===== src/rtl/direction_queue_if.sv =====
// Signal bundle between the pushbutton/game side and direction_queue.
// master drives buttons, move_tick and game_over; slave returns the heading and queue state.
interface direction_queue_if;
  logic [3:0] direction_pb;
  logic       move_tick;
  logic       game_over;
  logic [1:0] direction;
  logic       dir_changed;
  logic [2:0] queue_count;

  modport master (
    output direction_pb, move_tick, game_over,
    input  direction, dir_changed, queue_count
  );

  modport slave (
    input  direction_pb, move_tick, game_over,
    output direction, dir_changed, queue_count
  );
endinterface


===== src/rtl/direction_queue.sv =====
// Turns raw direction buttons into a validated heading. Accepted turns are queued
// and applied one per move_tick, so quick double-turns are not lost.
module direction_queue #(
  parameter int unsigned DEPTH     = 2,
  parameter logic [1:0]  RESET_DIR = 2'b00
) (
  input logic             clk,
  input logic             rst,
  direction_queue_if.slave bus
);

  localparam int unsigned PtrW = (DEPTH > 1) ? $clog2(DEPTH) : 1;
  localparam logic [PtrW-1:0] LastPtr = PtrW'(DEPTH - 1);
  localparam logic [2:0] FullCount = 3'(DEPTH);

  typedef enum logic [0:0] {StRun, StFrozen} state_e;

  state_e          state_q;
  logic [3:0]      sync1_q, sync2_q, sync3_q;
  logic [1:0]      mem_q [DEPTH];
  logic [PtrW-1:0] wr_ptr_q, rd_ptr_q;
  logic [2:0]      count_q;
  logic [1:0]      dir_q;
  logic            dir_changed_q;

  logic [3:0]      pb_edge;
  logic            cand_valid;
  logic [1:0]      cand;
  logic [1:0]      ref_dir;
  logic [PtrW-1:0] last_ptr;
  logic            run_active;
  logic            push, pop;

  function automatic logic [PtrW-1:0] ptr_inc(input logic [PtrW-1:0] p);
    return (p == LastPtr) ? '0 : p + 1'b1;
  endfunction

  always_comb begin
    pb_edge    = sync2_q & ~sync3_q;
    cand_valid = |pb_edge;
    // Button bit index equals its heading code, so priority encode straight to the code.
    if (pb_edge[3])      cand = 2'b11;
    else if (pb_edge[2]) cand = 2'b10;
    else if (pb_edge[1]) cand = 2'b01;
    else                 cand = 2'b00;

    last_ptr   = (wr_ptr_q == '0) ? LastPtr : wr_ptr_q - 1'b1;
    ref_dir    = (count_q != 3'd0) ? mem_q[last_ptr] : dir_q;
    run_active = (state_q == StRun) && !bus.game_over;

    // Full is judged before any same-cycle pop.
    push = run_active && cand_valid && (cand != ref_dir) && (cand != (ref_dir ^ 2'b01)) &&
           (count_q != FullCount);
    pop  = run_active && bus.move_tick && (count_q != 3'd0);
  end

  always_ff @(posedge clk) begin
    if (rst) begin
      sync1_q       <= '0;
      sync2_q       <= '0;
      sync3_q       <= '0;
      state_q       <= StRun;
      dir_q         <= RESET_DIR;
      dir_changed_q <= 1'b0;
      count_q       <= 3'd0;
      wr_ptr_q      <= '0;
      rd_ptr_q      <= '0;
      for (int i = 0; i < DEPTH; i++) mem_q[i] <= 2'b00;
    end else begin
      sync1_q       <= bus.direction_pb;
      sync2_q       <= sync1_q;
      sync3_q       <= sync2_q;
      dir_changed_q <= 1'b0;
      unique case (state_q)
        StRun: begin
          if (bus.game_over) begin
            state_q  <= StFrozen;
            count_q  <= 3'd0;
            wr_ptr_q <= '0;
            rd_ptr_q <= '0;
          end else begin
            if (push) begin
              mem_q[wr_ptr_q] <= cand;
              wr_ptr_q        <= ptr_inc(wr_ptr_q);
            end
            if (pop) begin
              dir_q         <= mem_q[rd_ptr_q];
              rd_ptr_q      <= ptr_inc(rd_ptr_q);
              dir_changed_q <= 1'b1;
            end
            if (push && !pop)      count_q <= count_q + 3'd1;
            else if (pop && !push) count_q <= count_q - 3'd1;
          end
        end
        StFrozen: begin
          if (!bus.game_over) begin
            state_q <= StRun;
            dir_q   <= RESET_DIR;
          end
        end
      endcase
    end
  end

  assign bus.direction   = dir_q;
  assign bus.dir_changed = dir_changed_q;
  assign bus.queue_count = count_q;

endmodule


===== src/flat_wrapper.sv =====
// flat-port wrapper written by rule: the top's interface ports become plain ports
module direction_queue_flat 
#(
  parameter int unsigned DEPTH     = 2,
  parameter logic [1:0]  RESET_DIR = 2'b00
)
  (clk, rst, bus_direction_pb, bus_move_tick, bus_game_over, bus_direction, bus_dir_changed, bus_queue_count);
  direction_queue_if bus_i ();
  input logic clk;
  input logic rst;
  input wire logic [$bits(bus_i.direction_pb)-1:0] bus_direction_pb;
  input wire logic [$bits(bus_i.move_tick)-1:0] bus_move_tick;
  input wire logic [$bits(bus_i.game_over)-1:0] bus_game_over;
  output wire logic [$bits(bus_i.direction)-1:0] bus_direction;
  output wire logic [$bits(bus_i.dir_changed)-1:0] bus_dir_changed;
  output wire logic [$bits(bus_i.queue_count)-1:0] bus_queue_count;
  assign bus_i.direction_pb = bus_direction_pb;
  assign bus_i.move_tick = bus_move_tick;
  assign bus_i.game_over = bus_game_over;
  assign bus_direction = bus_i.direction;
  assign bus_dir_changed = bus_i.dir_changed;
  assign bus_queue_count = bus_i.queue_count;
  direction_queue #(.DEPTH(DEPTH), .RESET_DIR(RESET_DIR)) u_core (.clk(clk), .rst(rst), .bus(bus_i));
endmodule

===== config.mk =====
export PLATFORM = sky130hd
export DESIGN_NAME = direction_queue_flat
export DESIGN_NICKNAME = d
export VERILOG_FILES = /design/src/rtl/direction_queue_if.sv /design/src/rtl/direction_queue.sv /design/src/flat_wrapper.sv
export SDC_FILE = /design/constraint.sdc
export NUM_CORES = 1
export LEC_CHECK = 0
export CAP_MARGIN = 20
export CORE_MARGIN = 2
export CORE_UTILIZATION = 30
export CTS_CLUSTER_DIAMETER = 120
export DETAILED_ROUTE_END_ITERATION = 10
export PLACE_DENSITY = 0.47
export SYNTH_ARGS = -nofsm -noshare
export SYNTH_HDL_FRONTEND = slang
export SYNTH_SLANG_ARGS = --single-unit

===== constraint.sdc =====
create_clock -name clk -period 2.8 [get_ports clk]
set_input_delay 0.56 -clock clk [delete_from_list [all_inputs] [get_ports clk]]
set_output_delay 0.56 -clock clk [all_outputs]
set_load 0.01 [all_outputs]

== Word level (Yosys, flattened, before mapping) ==
Memories as Yosys holds them, arrays and structs flattened. A register that Yosys moved wholly into a read port is not among the register bits.
Cells that the tools add are included.

* Output and inout port bits: 6
* Memory bits (writable): 4
* Bits in registers: 21
* Memories kept: 1

{| class="wikitable"
|+ Memories
! name !! depth !! width !! read ports !! clocked after memory_dff !! wr ports !! line !! text
|-
| u_core.mem_q || 2 || 2 || 2 || 1 || 2 || direction_queue.sv:20 || <nowiki>logic [1:0] mem_q [DEPTH];</nowiki>
|}

* Equal/unequal tests: 6
* Reduce and logical (&&, ||, !) cells: 23
* $add $sub $neg: 5
* Mux-type cells: 32
* Bitwise operators: 4

{| class="wikitable"
|+ Operator list
! cell !! number
|-
| $mux 1 || 21
|-
| $mux 2 || 7
|-
| $logic_and 1x1->1 || 9
|-
| $mux 3 || 3
|-
| $reduce_and 2->1 || 3
|-
| $reduce_bool 3->1 || 2
|-
| $and 4x4->4 || 1
|-
| $ne 2x2->1 || 2
|-
| $ne 2x2->1 const B || 2
|-
| $not 4->4 || 1
|-
| $pmux 2 s2 || 1
|-
| $reduce_bool 2->1 || 2
|-
| $reduce_or 4->1 || 1
|-
| $add 3x1->3 const B || 1
|-
| $logic_not 1->1 || 3
|-
| $ne 3x2->1 const B || 1
|-
| $reduce_and 3->1 || 1
|-
| $reduce_or 3->1 || 1
|-
| $sub 3x1->3 const B || 1
|-
| $add 1x1->1 const B || 2
|-
| $ne 2x1->1 const B || 1
|-
| $not 1->1 || 2
|-
| $reduce_or 2->1 || 1
|-
| $sub 1x1->1 const B || 1
|}

== Longest topological paths before layout ==
Gate-level depths: netlist (run 1).

* Word-level depth: 16
* Gate-level depth with buffers: 8
* Depth with buffers taken out: 8

== Least setup slack after synthesis (run 1) ==
OpenSTA, ideal clock, no wires.

* Kind: reg2reg
* From: register u_core.wr_ptr_q
* To: register u_core.count_q[2], in the netlist u_core.bus.queue_count[2]
* Clock period less this slack: 2661 ps
* Arrival time: 2602 ps
* Data required time: 2741 ps
* Setup time: 59 ps
* Cell stages (with the launch flop): 9
* Path slack: 139 ps
* Path through: dfxtp_1 > mux2_2 > mux2i_1 > mux2_4 > nor3_1 > fa_1 > or4_1 > a2111oi_1 > o31a_1

* Longest elaborated chain between the ends: 12
* Elaborated cells on any way between the ends: 17
* Those cells by class: 1 x add/sub; 2 x eq/ne; 4 x mux; 1 x bitwise; 8 x reduce/logical; 1 x memory

{| class="wikitable"
|+ Ends and longest elaborated chain
! element !! line !! text
|-
| start: declaration || direction_queue.sv:21 || <nowiki>logic [PtrW-1:0] wr_ptr_q, rd_ptr_q;</nowiki>
|-
| start signal: assignment || direction_queue.sv:84 || <nowiki>wr_ptr_q <= ptr_inc(wr_ptr_q);</nowiki>
|-
| $sub 1x1->1 || direction_queue.sv:47 || <nowiki>last_ptr = (wr_ptr_q == '0) ? LastPtr : wr_ptr_q - 1'b1;</nowiki>
|-
| $mux 1 (*) || direction_queue.sv:47 ||
|-
| $mem_v2 2x2 (*) || n/a ||
|-
| $mux 2 (*) || direction_queue.sv:48 || <nowiki>ref_dir = (count_q != 3'd0) ? mem_q[last_ptr] : dir_q;</nowiki>
|-
| $ne 2x2->1 or $not 1->1 (tied branches) || n/a ||
|-
| $logic_and 1x1->1 or $ne 2x2->1 (tied branches) || direction_queue.sv:52 || <nowiki>push = run_active && cand_valid && (cand != ref_dir) && (cand != (ref_dir ^ 2'b01)) &&</nowiki>
|-
| $logic_and 1x1->1 (*) (2 in series) || direction_queue.sv:52 ||
|-
| $logic_not 1->1 || direction_queue.sv:92 || <nowiki>else if (pop && !push) count_q <= count_q - 3'd1;</nowiki>
|-
| $logic_and 1x1->1 || direction_queue.sv:92 ||
|-
| $reduce_bool 3->1 (no source line) || n/a ||
|-
| $reduce_and 2->1 (no source line) || n/a ||
|-
| end signal: assignment || direction_queue.sv:91 || <nowiki>if (push && !pop) count_q <= count_q + 3'd1;</nowiki>
|-
| end signal: assignment || direction_queue.sv:92 ||
|-
| end: declaration || direction_queue.sv:22 || <nowiki>logic [2:0] count_q;</nowiki>
|}

Every way passes the cells marked *; elsewhere a longest branch is shown, timed or not.
A chain may end at the register's enable or synchronous reset.

== Worst setup path after layout (run 1) ==
* From: register u_core.count_q[0], in the netlist u_core.bus.queue_count[0]
* To: register u_core.count_q[2], in the netlist u_core.bus.queue_count[2]

* Longest elaborated chain between the ends: 10
* Elaborated cells on any way between the ends: 21
* Those cells by class: 2 x add/sub; 3 x eq/ne; 4 x mux; 1 x bitwise; 11 x reduce/logical

{| class="wikitable"
|+ Ends and longest elaborated chain
! element !! line
|-
| $reduce_bool 3->1 || direction_queue.sv:48, direction_queue.sv:54
|-
| $mux 2 || direction_queue.sv:48
|-
| $ne 2x2->1 or $not 1->1 (tied branches) || n/a
|-
| $logic_and 1x1->1 or $ne 2x2->1 (tied branches) || direction_queue.sv:52
|-
| $logic_and 1x1->1 (2 in series) || direction_queue.sv:52
|-
| $logic_not 1->1 || direction_queue.sv:92
|-
| $logic_and 1x1->1 || direction_queue.sv:92
|-
| $reduce_bool 3->1 (no source line) || n/a
|-
| $reduce_and 2->1 (no source line) || n/a
|}

Several ways; a longest one is shown, not always the timed one. The select of a mux whose other input is x is not followed.

==> results.yml, run 1 <==
floorplan:
  die_w_um: 64.7
  rows: 22
  dieArea_sq_um: 4180
  core_sq_um: 3610
  io-pin-count: 14
  initial_core_util: 0.306
  die_h_um: 64.7
clocking:
  holdBufCountCts: 0
  cts_buffers: 3
  ctsResizeCount: 0
  htree_num_levels: 1
  root_buffer: "clkbuf_8"
  cts_tree: "yes"
  clk_path_buf_depth: 2
  cts.sinks: 26
  clk_latency_ps: 270
  path_clk_slew_ps: 90
  postCtsSetupBuffers: 0
yosys:
  synth_top_area_frac: 0.399
  synth_area_sq_um: 1100
  syn_avg_cell_area_sq_um: 9.86
  synth_seq_cells: 26
  syn_nets: 121
  netlist_top_cells_count: "22 x dfxtp_1, 16 x nor2b_1, 9 x nor2_1, 6 x nor4_1"
  ys.flop_type: "dfxtp_1"
  ys_top_cells_by_area: "dfxtp_1 40%, edfxtp_1 11%, nor2b_1 9.1%, mux2i_1 3.6%, nor4_1 3.4%"
  synth.most_common_cell: "dfxtp_1"
  synth_seq_area_share: 0.507
  synth-edff-count: 4
  syn_inst: 112
  ys_async_sr_fraction: 0
  yosysWarnings: 0
  yosys.area.top_type: "dfxtp_1"
  synthDistinctLibCells: 35
cells_and_area:
  fin_area_sq_um: 1460
  synthToLayoutAreaGrowth_pct: 32.3
  fin_util: 0.405
  n_antenna_cell: 0
  final_nets: 147
  drive_above_1_share: 0.168
timing:
  setup_viol: 0
  maxSlewViolCount: 0
  worstMarginPinSlew_ps: 332
  fmax_mhz: 371
  fin_ws_ps: 105
  min_period_ps: 2690
  clock_skew_ps: 6.62
  hold_viol: 0
  slew-limit-headroom: 0.776
  period_share: 0.962
setup_path:
  worstPathRequired_ps: 3020
  cp_max_fo: 3
  critPathCaptureType: "register"
  cpMaxStageDelayCell: "or4_1"
  path_cells: "nor3_4 > mux2i_4 > mux2_4 > nor3_1 > fa_1 > or4_1 > a2111oi_4 > o31a_1"
  crit_type: "reg -> reg"
  critical_path.max_stage_delay_ps: 600
  arrival_ps: 2920
  startpoint_type: "register"
grt:
  antenna_found_initial: 0
  overflow: 0
  grt_max_degree: 16
  use_met2: 0.168
  use_met3: 0.0278
  met1_usage: 0.141
  grt_pass1_vias: 753
  busiest_layer: "met2"
  grt_use_total: 0.109
  grt_pass1_wl_um: 3470
placement:
  place_area_sq_um: 1370
  place.detailed.hpwl_um: 1550
  gp_congestion: 0.783
  place_ws_ps: 6.38
  port-buffer-count: 13
pwr:
  max-vdd-ir-drop_v: 0.000265
  power_frac_comb: 0.124
  p_leak_uw: 0.000531
  p_seq_frac: 0.544
  p_per_area_nw_per_um2: 500
  power.internal_uw: 564
  p_clk_frac: 0.332
  p_switching_uw: 167
  swShare: 0.228
  p_total_uw: 730
run_status:
  outcome: "complete, no violations"
detailed_routing:
  first_pass_iters: 4
  antenna_left: 0
  drt-wirelength-per-cell_um: 11.2
  detail_route.iter0.violations: 49
  wl_um: 2080
  vias: 863
  via_per_inst: 4.66
  remaining_drc_errors: 0
hold_path:
  hold_class: "reg -> reg"
flow_run:
  drv_cap: 0
==> worst max-delay path: cells and delay by family, from the launching register on <==
kind | cells | cell delay, ps
fa+ha+maj | 1 | 410
mux | 2 | 480
flops | 1 | 350
compound gates | 2 | 470
simple gates | 3 | 940
==> power groups by stage <==
stage	Combinational [uW]	Clock, uW	Sequential (uW)
floorplan	47.0	0	407
global placement	85.7	0	405
detailed placement	86.1	0	405
CTS	86.5	249	397
global route	102	268	399
finish	90.7	243	397
==> stage by stage <==
stage / hold slack [ps] / instances / TNS [ps]
floorplan: 414 / 112 / 0
global placement: 418 / 181 / 0
detailed placement: 429 / 181 / 0
CTS: 450 / 185 / 0
global route: 456 / 185 / -26.1
finish: 447 / 185 / 0
==> layout by cell type, fill, tap and decap left out, types with 4 or more instances in the layout <==
master	n
nor4_1	6
nor2_1	9
nor2b_1	16
inv_1	5
dfxtp_1	22
o21ai_0	5
buf_4	12
clkbuf_8	4
a21oi_1	5
edfxtp_1	4
clkdlybuf4s50_1	13
nand2_1	4
==> routing by layer <==
metal	part of all wire	routed length [um]
met5	0	0
met4	0.011	23
met3	0.036	75
met2	0.45	933
met1	0.50	1050
==> flip-flops by register name (all words and copies together), names as in the netlist, 2 cells and up, named ones only <==
register and flops:
u_core.sync3_q 4, u_core.mem_q 4, u_core.sync2_q 4, u_core.sync1_q 4
u_core.bus.direction 2, u_core.bus.queue_count 3
==> area by class of cell <==
class                   instances  area (sq um)
fillers                       340          2140
flip-flops and latches         26           561
multi-input cells              77           547
repair buffers                 25           220
well taps                      48          60.1
clock buffers                   4          55.1
inverters                       5          18.8
==> logic make-up after synthesis <==
family          after synthesis  synth area share
simple gates                 48             0.246
mux                           6            0.0600
flops                        26             0.507
compound gates               21             0.130
xor+xnor                      1           0.00793
buf+inv                       9            0.0306
fa+ha+maj                     1            0.0181
==> path summary, 6_finish.rpt <==
| check | end | depth (start not counted) | slack, ps | start |
|---|---|---|---|---|
| min | u_core.sync2_q[0] | 1 | 450 | u_core.sync1_q[0] |
| min reg2reg | u_core.sync2_q[0] | 1 | 450 | u_core.sync1_q[0] |
| max reg2reg | u_core.bus.queue_count[2] | 8 | 110 | u_core.bus.queue_count[0] |
| max | u_core.bus.queue_count[2] | 8 | 110 | u_core.bus.queue_count[0] |
Power figures use the tool's default switching activity.
==> run 2, diff against run 1 <==
- CORE_UTILIZATION: 30 -> 47
- PLACE_DENSITY: 0.47 -> 0.69
- clock period: 2.8 -> 2.32 ns (I/O delays scaled with it)
==> run 2 against run 1 <==
  * The run now ends with setup timing left
  * First-iteration DRC count decreased by 78%
  * Highest routed layer unchanged
  * Sequential share of layout area is 1.7 points lower
  * Clock skew increased by 0.84 ps
  * Critical endpoint unchanged
  * Die area fell by 34%
==> results.yml, run 2 (same netlist as run 1, synthesis figures left out) <==
run_status:
  outcome: "finished, violations left"
  violations: "setup timing"
detailed_routing:
  via_per_inst: 5.34
  drt-wirelength-per-cell_um: 12.4
  first_pass_iters: 4
  antenna_left: 0
  detail_route.iter0.violations: 11
  wl_um: 2140
  vias: 923
  remaining_drc_errors: 0
pwr:
  p_clk_frac: 0.327
  swShare: 0.212
  p_seq_frac: 0.527
  power.internal_uw: 717
  p_leak_uw: 0.000567
  p_switching_uw: 193
  p_total_uw: 910
  max-vdd-ir-drop_v: 0.000496
  power_frac_comb: 0.146
  p_per_area_nw_per_um2: 591
clocking:
  cts_buffers: 3
  path_clk_slew_ps: 130
  cts_tree: "yes"
  htree_num_levels: 1
  holdBufCountCts: 0
  clk_latency_ps: 310
  clk_path_buf_depth: 2
  cts.sinks: 26
  root_buffer: "clkbuf_4"
floorplan:
  rows: 17
  die_h_um: 52.5
  initial_core_util: 0.499
  die_w_um: 52.5
  core_sq_um: 2210
  io-pin-count: 14
  dieArea_sq_um: 2750
cells_and_area:
  synthToLayoutAreaGrowth_pct: 39.5
  n_antenna_cell: 0
  seq_area_sq_um: 564
  final_cell_mix: "20 x buf_4, 19 x dfxtp_1, 16 x nor2b_1"
  multi_input_area_sq_um: 591
  final_nets: 155
  layout_commonest_cell: "buf_4"
  drive_above_1_share: 0.283
  nFillCells: 173
setup_path:
  path_cells: "nor3_4 > mux2i_4 > mux2_4 > nor3_4 > fa_2 > or4_4 > a2111oi_4 > o31a_1"
  worstPathRequired_ps: 2580
  crit_top_cell: "nor3_4"
  crit_type: "reg -> reg"
  critPathCaptureType: "register"
  critical_path.max_stage_delay_ps: 500
  cp_max_fo: 2
  cp_top_family: "simple AND/OR/NAND/NOR gates"
  arrival_ps: 2800
  cpMaxStageDelayCell: "or4_4"
  startpoint_type: "register"
  path_buf_inv: 0
timing:
  fin_ws_ps: -215
  clock_skew_ps: 7.46
  worstMarginPinSlew_ps: 400
  period_share: 1.09
  hold_viol: 0
  maxSlewViolCount: 0
  setup_viol: 1
  fmax_mhz: 395
  slew-limit-headroom: 0.732
  grt_setup_unrepaired: "yes"
  min_period_ps: 2530
  setup_tns_ps: -215
grt:
  grt_max_degree: 25
  antenna_found_initial: 0
  overflow: 0
  grt_pass1_wl_um: 3640
  grt_use_total: 0.184
  grt_pass1_vias: 899
hold_path:
  hold_class: "reg -> reg"
placement:
  gp_congestion: 0.807
  place.detailed.hpwl_um: 1540
  port-buffer-count: 13
flow_run:
  drv_cap: 0
-- run 2: changes by cell type in the layout (fill, tap and decap cells not counted), sizes merged --
cell	change
buf	+8
bufinv	+1
clkbuf	-1
-- run 2: worst paths after layout --
path / from / to / slack [ps] / cells past startpoint
max reg2reg: u_core.bus.queue_count[2] / u_core.bus.queue_count[2] / -210 / 8
min reg2reg: u_core.sync1_q[3] / u_core.sync2_q[3] / 450 / 1
max: u_core.bus.queue_count[2] / u_core.bus.queue_count[2] / -210 / 8
min: u_core.sync1_q[3] / u_core.sync2_q[3] / 450 / 1
-- run 2: repair_timing --
action,4_1_cts,5_1_grt
pin swaps,0,4
endpoints found under the setup margin,2,8
gates resized for setup,5,5
setup buffers,3,1
-- run 2: cell type report --
| class | instances | share of cell area |
|---|---|---|
| repair buffers | 33 | 0.182 |
| clock buffers | 3 | 0.0146 |
| multi-input cells | 77 | 0.383 |
| well taps | 28 | 0.0227 |
| inverters | 5 | 0.0122 |
| flip-flops and latches | 26 | 0.366 |
| clock inverters | 1 | 0.0195 |
-- run 2: routing by layer --
metal / vias up / global-route usage / wire length, um
met1: 436 / 0.220 / 909
met5: - / 0 / 0
met4: 0 / 0.0812 / 23
met3: 2 / 0.0400 / 96
met2: 20 / 0.313 / 1110
li1: 465 / - / -
-- run 2: stage by stage --
stage | util | instance area (sq um) | setup slack, ps | hold WS, ps | instances
4_1_cts | 0.680 | 1500 | -165 | 454 | 172
2_1_floorplan | - | 1130 | -146 | 414 | 112
3_5_place_dp | 0.633 | 1400 | -180 | 423 | 165
3_3_place_gp | 0.633 | 1400 | -144 | 416 | 165
5_1_grt | 0.697 | 1540 | -319 | 472 | 173
6_report | 0.697 | 1540 | -215 | 453 | 173
-- run 2: power by group through the flow --
stage	sequential [uW]	clock [uW]	combinational, uW
floorplan	492	0	60.5
global placement	490	0	113
detailed placement	490	0	114
CTS	480	310	124
global route	482	326	145
finish	480	298	133
==> run 3, diff against run 2 <==
- CAP_MARGIN: 20 -> default
==> results of run 3 <==
The final DEF is identical to that of run 2; final timing and power are the same.
